[config.mk]
export PLATFORM = sky130hd
export DESIGN_NAME = wm_cycle_controller
export DESIGN_NICKNAME = d
export VERILOG_FILES = /design/src/rtl/wm_cycle_controller.sv
export SDC_FILE = /design/constraint.sdc
export NUM_CORES = 1
export LEC_CHECK = 0
export ABC_CLOCK_PERIOD_IN_PS = 3300
export CAP_MARGIN = 20
export CORE_MARGIN = 3
export CORE_UTILIZATION = 35
export CTS_CLUSTER_DIAMETER = 60
export DETAILED_ROUTE_END_ITERATION = 8
export PLACE_DENSITY = 0.62
export SYNTH_ARGS = -nofsm -noshare
export SYNTH_HDL_FRONTEND = slang
export SYNTH_SLANG_ARGS = --single-unit
[constraint.sdc]
create_clock -name clock -period 3.3 [get_ports clock]
set_clock_uncertainty 0.2 [all_clocks]
set_input_delay 0.495 -clock clock [delete_from_list [all_inputs] [get_ports clock]]
set_output_delay 0.495 -clock clock [all_outputs]
set_load 0.01 [all_outputs]
[src/rtl/wm_cycle_controller.sv]
`default_nettype none
// ============================================================================
// Module      : wm_cycle_controller
// Description : Washing-machine sequencing FSM with per-phase watchdog,
//               door-fault pause and cancel-to-drain path.
// Revision    : 1.0 - initial release
// ============================================================================
module wm_cycle_controller #(
    parameter int          LOCK_CYCLES   = 2,
    parameter logic [15:0] PHASE_TIMEOUT = 16'd1000
) (
    input  logic       clock,
    input  logic       reset_n,
    input  logic       start_Wash,
    input  logic       cancel,
    input  logic       door_Closed,
    input  logic       sig_Full,
    input  logic       sig_Temperature,
    input  logic       sig_Completed,
    output logic [2:0] state,
    output logic       door_Lock,
    output logic       water_Valve,
    output logic       heater_On,
    output logic       motor_On,
    output logic       drain_Valve,
    output logic       done,
    output logic       paused,
    output logic       aborted,
    output logic       error
);

    typedef enum logic [2:0] {
        S_IDLE  = 3'd0,
        S_LOCK  = 3'd1,
        S_FILL  = 3'd2,
        S_HEAT  = 3'd3,
        S_WASH  = 3'd4,
        S_RINSE = 3'd5,
        S_SPIN  = 3'd6,
        S_DONE  = 3'd7
    } state_t;

    localparam logic [15:0] c_LOCK_TARGET = 16'(LOCK_CYCLES);

    state_t      r_state;
    state_t      w_next;
    logic [15:0] r_dwell;
    logic [15:0] r_lock_cnt;
    logic        r_prev_comp;
    logic        r_aborted;
    logic        r_error;
    logic        w_in_phase;
    logic        w_paused;
    logic        w_comp_rise;
    logic        w_lock_done;
    logic        w_set_abort;
    logic        w_set_error;

    assign w_in_phase  = r_state inside {S_FILL, S_HEAT, S_WASH, S_RINSE, S_SPIN};
    assign w_paused    = w_in_phase && !door_Closed;
    assign w_comp_rise = sig_Completed && !r_prev_comp;
    assign w_lock_done = (r_lock_cnt + 16'd1) >= c_LOCK_TARGET;

    // Priority inside a phase: pause, then watchdog, then cancel, then advance.
    always_comb begin
        w_next      = r_state;
        w_set_abort = 1'b0;
        w_set_error = 1'b0;
        case (r_state)
            S_IDLE: if (start_Wash && door_Closed) w_next = S_LOCK;
            S_LOCK: begin
                if (!door_Closed || cancel) w_next = S_IDLE;
                else if (w_lock_done)       w_next = S_FILL;
            end
            S_DONE: if (!door_Closed) w_next = S_IDLE;
            default: begin
                if (w_paused) begin
                    w_next = r_state;
                end else if (r_dwell >= PHASE_TIMEOUT) begin
                    w_next      = S_DONE;
                    w_set_error = 1'b1;
                end else if (cancel && (r_state != S_SPIN)) begin
                    w_next      = S_SPIN;
                    w_set_abort = 1'b1;
                end else begin
                    case (r_state)
                        S_FILL:  if (sig_Full)        w_next = S_HEAT;
                        S_HEAT:  if (sig_Temperature) w_next = S_WASH;
                        S_WASH:  if (w_comp_rise)     w_next = S_RINSE;
                        S_RINSE: if (w_comp_rise)     w_next = S_SPIN;
                        S_SPIN:  if (w_comp_rise)     w_next = S_DONE;
                        default: w_next = r_state;
                    endcase
                end
            end
        endcase
    end

    always_ff @(posedge clock or negedge reset_n) begin
        if (!reset_n) begin
            r_state     <= S_IDLE;
            r_dwell     <= 16'd0;
            r_lock_cnt  <= 16'd0;
            r_prev_comp <= 1'b1;
            r_aborted   <= 1'b0;
            r_error     <= 1'b0;
        end else begin
            r_state     <= w_next;
            r_prev_comp <= sig_Completed;

            if (w_next != r_state)
                r_dwell <= 16'd0;
            else if (!w_paused && w_in_phase && (r_dwell != 16'hFFFF))
                r_dwell <= r_dwell + 16'd1;

            if (w_next != r_state)
                r_lock_cnt <= 16'd0;
            else if (r_state == S_LOCK)
                r_lock_cnt <= r_lock_cnt + 16'd1;

            if ((r_state == S_DONE) && (w_next == S_IDLE)) begin
                r_aborted <= 1'b0;
                r_error   <= 1'b0;
            end else begin
                if (w_set_abort) r_aborted <= 1'b1;
                if (w_set_error) r_error   <= 1'b1;
            end
        end
    end

    always_comb begin
        door_Lock   = 1'b0;
        water_Valve = 1'b0;
        heater_On   = 1'b0;
        motor_On    = 1'b0;
        drain_Valve = 1'b0;
        case (r_state)
            S_LOCK:  door_Lock = 1'b1;
            S_FILL:  begin door_Lock = 1'b1; water_Valve = 1'b1; end
            S_HEAT:  begin door_Lock = 1'b1; heater_On   = 1'b1; end
            S_WASH:  begin door_Lock = 1'b1; motor_On    = 1'b1; end
            S_RINSE: begin door_Lock = 1'b1; water_Valve = 1'b1; motor_On = 1'b1; end
            S_SPIN:  begin door_Lock = 1'b1; drain_Valve = 1'b1; motor_On = 1'b1; end
            default: door_Lock = 1'b0;
        endcase
        // An open door mid-cycle keeps the lock engaged but kills everything else.
        if (w_paused) begin
            water_Valve = 1'b0;
            heater_On   = 1'b0;
            motor_On    = 1'b0;
            drain_Valve = 1'b0;
        end
    end

    assign state   = r_state;
    assign done    = (r_state == S_DONE);
    assign paused  = w_paused;
    assign aborted = r_aborted;
    assign error   = r_error;

endmodule
`default_nettype wire

==> reports/summary.txt, run 1 <==
CP startpoint kind: flop
Comb pwr share: 44.4%
share of layout cells above drive strength 1: 17.6%
IO buf count: 19
Final Hold Fails: 0
ys flop type: dfrtp_1
Clk pwr share: 27.0%
Reg2Reg Depth: 8
Yosys reg bits: 38
fin nets: 334
post-CTS sizing: 0
EDFF count, synth: 0
synth-to-layout area growth: 15.6%
Reg area: 952 µm²
DRC viols: 0
Total GRT Usage: 15.4%
commonest cells after routing, fill and taps aside: dfrtp_1 (37), nand3_1 (28), a211oi_2 (26), clkdlybuf4s50_1 (18)
Die W: 95.5 µm
WL per Instance: 15.3 µm
hpwl dp: 4540 µm
Final Critical Period: 3010 ps
Switching Fraction: 38.9%
ANT cells: 0
Pwr Density: 568 nW/µm²
CP Max Fanout: 29
Leak: 1.17 nW
reg2reg setup slack: 290 ps
r2r startpoint: r_lock_cnt[1]
Syn Inst Count: 308
Slew @ Worst Pin: 867 ps
CTS clock-pin slew for the worst setup and hold paths: 80 ps
Cell Count Post-Placement: 417
CTS root buf: clkbuf_8
wirelength, routed: 6510 µm
TNS Setup: 0 ps
multi-input logic area: 1680 µm²
total CTS buffers: 5
Routed Antenna Nets: 0
first-pass GRT wire length: 11100 µm
Synth warnings: 0
initial antenna violation count: 0
Critical Path AT: 3020 ps
CP Capture Point: r_lock_cnt[10]
RD Place Congestion: 0.847
Rows: 32
GRT met1 Usage: 21.4%
postcts setup bufs: 0
max_cap viols: 0
largest net degree at the start of global routing: 39
Max H-tree Level: 2
Post-Layout Cell Count: 425
Synthesized Nets: 320
Worst-Skew Late Latency: 300 ps
number of global-route vias before repair: 2245
total internal power: 1.13 mW
Yosys cell types: 53
switching power: 0.715 mW
First-pass DRT Iterations: 4
Core ar.: 7770 µm²
hold_buf cts: 0
FFs w/ async S/R, synth: 100%
vias per inst: 5.57
Critical R2R Capture: r_lock_cnt[10]
RSZ-0062 raised after global routing: no
full die area: 9130 µm²
Post-Syn Area per Cell: 9.11 µm²
Hold Crit Class: in2async
post-synthesis instance area: 2810 µm²
Clock Sinks: 38
crit share post-route: 91.3%
Setup-failing EPs final: 0
met2 Usage GRT: 24.2%
Req. time, crit path: 3310 ps
Crit. End Element: flop
Flop pwr share: 28.6%
Most Crowded Layer GR: met2
Vias: 2366
most common cell after layout, fill and taps aside: dfrtp_1
CTS tree: done
Max VDD drop: 0.282 mV
post-synthesis sequential area ratio: 33.9%
status: completed
chip height: 95.5 µm
fmax: 332 MHz
met3 Usage GRT: 3.24%
Clock Tree Buf Depth: 2
Worst slew margin: 42.2%
CP Launch Point: r_lock_cnt[1]
max-slew violation count: 0
Crit Path Category: reg2reg
Filler Cells Inserted: 791
Initial Utilization: 36.1%
I/O Pins: 20
DRT iter0 DRCs: 176
gr ovfl total: 0
-- layer usage --
metal / wire (µm) / vias up / share of wire [%]
li1: - / 1168 / -
met1: 3110 / 1144 / 48
met2: 3020 / 49 / 46
met3: 314 / 5 / 4.8
met4: 64 / 0 / 0.98
met5: 0 / - / 0
-- kinds of logic (layout without fill, tap and decap cells) --
kind of cell               Yosys count  count (layout)  share of synthesized area [%]
adders and majority gates            4               4                           1.78
xor gates and xnor gates            28              28                           8.74
muxes                                4               4                           1.52
AOI/OAI and AO/OA                   79              79                           24.4
DFF                                 38              38                           33.9
and+or+nand+nor                    121             121                           23.6
buffers and inverters               34              49                           6.06
-- cells in the mapped netlist (2+ instances only) --
library cell / instances / share of area [%]
nor3_1: 12 / 2.1
nor2b_1: 6 / 1.3
o31a_1: 2 / 0.62
xor2_1: 12 / 3.7
a211oi_1: 4 / 1.1
a21oi_1: 12 / 2.1
ha_1: 4 / 1.8
dfrtp_1: 37 / 33
and3_1: 4 / 0.89
a31oi_1: 4 / 0.89
o21a_1: 2 / 0.53
o21ai_1: 3 / 0.53
buf_2: 4 / 0.71
o21ai_0: 10 / 1.8
nand2_1: 14 / 1.9
clkbuf_1: 14 / 1.9
mux2i_1: 2 / 0.71
nor4_1: 6 / 1.3
or4b_1: 2 / 0.71
nor4b_1: 2 / 0.62
xnor2_1: 16 / 5.0
mux2_2: 2 / 0.80
or4_1: 2 / 0.53
nand3_1: 28 / 5.0
nor2_1: 16 / 2.1
nand2b_1: 5 / 1.1
inv_1: 10 / 1.3
and2_1: 4 / 0.89
or2_2: 2 / 0.45
o211ai_1: 4 / 1.1
nor3b_1: 2 / 0.53
a211oi_2: 26 / 12
nand4_1: 11 / 2.5
buf_6: 5 / 2.0
-- worst min-delay path by stage --
stage	from	to	slack [ps]	depth (start not counted)
5_1_grt	reset_n	aborted	180	1
4_1_cts	reset_n	aborted	130	1
3_5_place_dp	error	error	300	2
6_report	reset_n	aborted	110	1
2_1_floorplan	reset_n	aborted	-0.6	0
3_3_place_gp	error	error	300	2
-- through the flow --
stage	setup slack [ps]	hold WS (ps)	instance area [µm²]	util (%)	power, mW
global route	119	184	3240	41.8	1.95
finish	287	106	3240	41.8	1.84
CTS	275	133	3240	41.8	1.86
global placement	280	299	3100	39.9	1.34
detailed placement	269	304	3100	39.9	1.36
floorplan	430	-0.591	2810	-	1.07
-- power by group through the flow --
stage / clock [mW] / combinational, mW / sequential, mW
after CTS: 0.512 / 0.822 / 0.526
after global routing: 0.526 / 0.895 / 0.531
final: 0.497 / 0.818 / 0.526
after floorplan: 0 / 0.521 / 0.548
after detailed placement: 0 / 0.821 / 0.536
after global placement: 0 / 0.806 / 0.533
-- cell type report --
cell class	instances	share of cell area, %
Multi-Input combinational cell	236	51.9
Sequential cell	38	29.3
Timing Repair Buffer	31	9.26
Tap cell	102	3.93
Clock buffer	6	2.55
Clock inverter	2	1.85
Inverter	10	1.16
-- state kept, by name, summed over array words and instances, names as in the netlist --
| register | cells |
|---|---|
| aborted | 1 |
| error | 1 |
| r_dwell | 16 |
| r_lock_cnt | 16 |
| r_prev_comp | 1 |
| state | 3 |
-- worst max-delay path, stage by stage, from the launching register on --
cell	delay (ps)
dfrtp_1	460
ha_1	230
and3_4	200
or4b_1	460
a211oi_1	210
o21ai_1	90
or4b_1	620
buf_12	240
a211oi_2	200
(Power assumes the default switching activity.)
==> inputs of run 2 (changes only) <==
Settings changed: ABC_AREA from default to 0, CORE_UTILIZATION 35 to 30, CTS_CLUSTER_SIZE from default to 14, PLACE_DENSITY 0.62 to 0.56.
==> run 2 against run 1 <==
Non-clock buffer count decreased by 1. Sequential power grew 7.4%. Final cell count up 1.2%. Via count fell by 0.38%. Critical path type unchanged.
==> reports/summary.txt, run 2 (synthesis gave the netlist of run 1 again) <==
status: completed
wirelength, routed: 6500 µm (about the same)
RSZ-0062 raised after global routing: no
Clk pwr share: 26.6% (-0.4 points)
Core ar.: 8890 µm² (+14%)
Rows: 34 (+6.3%)
most common cell after layout, fill and taps aside: dfrtp_1
met2 wire length: 2920 µm (-3.1%)
Vias: 2357 (-0.38%)
Switching Fraction: 39.8% (+0.96 points)
Total GRT Usage: 13.4% (-1.9 points)
r2r startpoint: r_lock_cnt[1]
CTS clock-pin slew for the worst setup and hold paths: 80 ps (about the same)
CTS tree: done
hpwl dp: 4480 µm (-1.4%)
Crit Path Category: reg2reg
fin nets: 333 (-0.30%)
Final Critical Period: 2950 ps (-62.8 ps)
CP Launch Point: r_lock_cnt[1]
gr ovfl total: 0 (unchanged)
max_cap viols: 0 (unchanged)
max-slew violation count: 0 (unchanged)
DRT iter0 DRCs: 183 (+4.0%)
Req. time, crit path: 3310 ps (about the same)
IO buf count: 19 (unchanged)
CP startpoint kind: flop
Initial Utilization: 31.6% (-4.6 points)
largest net degree at the start of global routing: 39 (unchanged)
postcts setup bufs: 0 (unchanged)
number of global-route vias before repair: 2306 (+2.7%)
Final Hold Fails: 0 (unchanged)
Flop pwr share: 31.1% (+2.5 points)
Clock Tree Buf Depth: 2 (unchanged)
Max H-tree Level: 2 (unchanged)
Die W: 103 µm (+7.5%)
DRC viols: 0 (unchanged)
switching power: 0.723 mW (+1.1%)
full die area: 10600 µm² (+16%)
post-CTS sizing: 0 (unchanged)
Worst-Skew Late Latency: 290 ps (about the same)
ANT cells: 0 (unchanged)
CP Max Fanout: 24 (-17%)
First-pass DRT Iterations: 4 (unchanged)
Critical Path AT: 2960 ps (-60 ps)
Hold Crit Class: in2async
Routed Antenna Nets: 0 (unchanged)
total CTS buffers: 5 (unchanged)
share of layout cells above drive strength 1: 17.4% (-0.26 points)
initial antenna violation count: 0 (unchanged)
Worst slew margin: 41.3% (-0.86 points)
reg2reg setup slack: 350 ps (+60 ps)
TNS Setup: 0 ps (unchanged)
commonest cells after routing, fill and taps aside: dfrtp_1 (37), nand3_1 (28), a211oi_2 (26), clkdlybuf4s50_1 (18)
synth-to-layout area growth: 15.0%
Filler Cells Inserted: 911 (+15%)
Comb pwr share: 42.3% (-2.1 points)
max layer used: met4
I/O Pins: 20 (unchanged)
Slew @ Worst Pin: 880 ps (+12.9 ps)
chip height: 103 µm (+7.5%)
Pwr Density: 563 nW/µm² (-0.82%)
vias per inst: 5.48 (-1.5%)
Setup-failing EPs final: 0 (unchanged)
CTS root buf: clkbuf_8
fin util: 36.3% (-5.5 points)
Clock Sinks: 38 (unchanged)
total internal power: 1.09 mW (-2.9%)
Crit. End Element: flop
Met1 Wirelength: 3200 µm (+3.0%)
WL per Instance: 15.1 µm (-1.2%)
Max VDD drop: 0.336 mV (+19%)
met3 routed wirelength: 298 µm (-5.1%)
crit share post-route: 89.4% (-1.9 points)
Post-Layout Cell Count: 430 (+1.2%)
RD Place Congestion: 0.788 (-6.9%)
first-pass GRT wire length: 11300 µm (+1.9%)
Cell Count Post-Placement: 422 (+1.2%)
Leak: 1.16 nW (-1.3%)
fmax: 339 MHz (+2.1%)
hold_buf cts: 0 (unchanged)
[run 2: cell count changes in the layout (fill, tap and decap cells not counted), sizes merged]
cell and change:
clkinv +1, clkbuf -1, buf -1
[run 2: cell type report]
cell class / instances / area (µm²) / share of cell area, %
Clock buffer: 5 / 68.8 / 2.13
Clock inverter: 3 / 68.8 / 2.13
Inverter: 10 / 37.5 / 1.16
Multi-Input combinational cell: 236 / 1680 / 52.2
Sequential cell: 38 / 952 / 29.5
Tap cell: 108 / 135 / 4.19
Timing Repair Buffer: 30 / 280 / 8.69
[run 2: worst max-delay path, stage by stage (launching register included)]
cell	delay, ps
dfrtp_1	460
ha_1	240
and3_4	210
or4b_1	460
a211oi_1	210
o21ai_1	90
or4b_1	490
buf_4	270
a211oi_2	210
[run 2: per-layer routing]
metal,track usage [%],up-vias
met5,0,-
met4,4.64,0
met3,3.18,10
met2,20.8,46
met1,18.4,1133
li1,-,1168
[run 2: through the flow]
stage / total power, mW / instance area [µm²] / worst slack [ps] / hold WS, ps
floorplan: 1.07 / 2810 / 430 / -0.591
global placement: 1.34 / 3090 / 377 / 294
detailed placement: 1.35 / 3090 / 358 / 309
CTS: 1.84 / 3230 / 315 / 146
global route: 1.94 / 3230 / 172 / 181
finish: 1.82 / 3230 / 350 / 117
[run 2: power by group through the flow]
stage | Combinational (mW) | Sequential (mW) | Clock [mW]
CTS | 0.776 | 0.565 | 0.497
detailed placement | 0.771 | 0.574 | 0
finish | 0.768 | 0.565 | 0.484
global placement | 0.767 | 0.574 | 0
global route | 0.853 | 0.575 | 0.516
floorplan | 0.521 | 0.548 | 0
[run 2: path summary, 6_finish.rpt]
kind,to,cells after the start
max in group asynchronous,r_lock_cnt[4],1
min in group clock,error,2
min,r_dwell[3],1
max,r_lock_cnt[15],8
min reg2reg,error,2
max reg2reg,r_lock_cnt[15],8
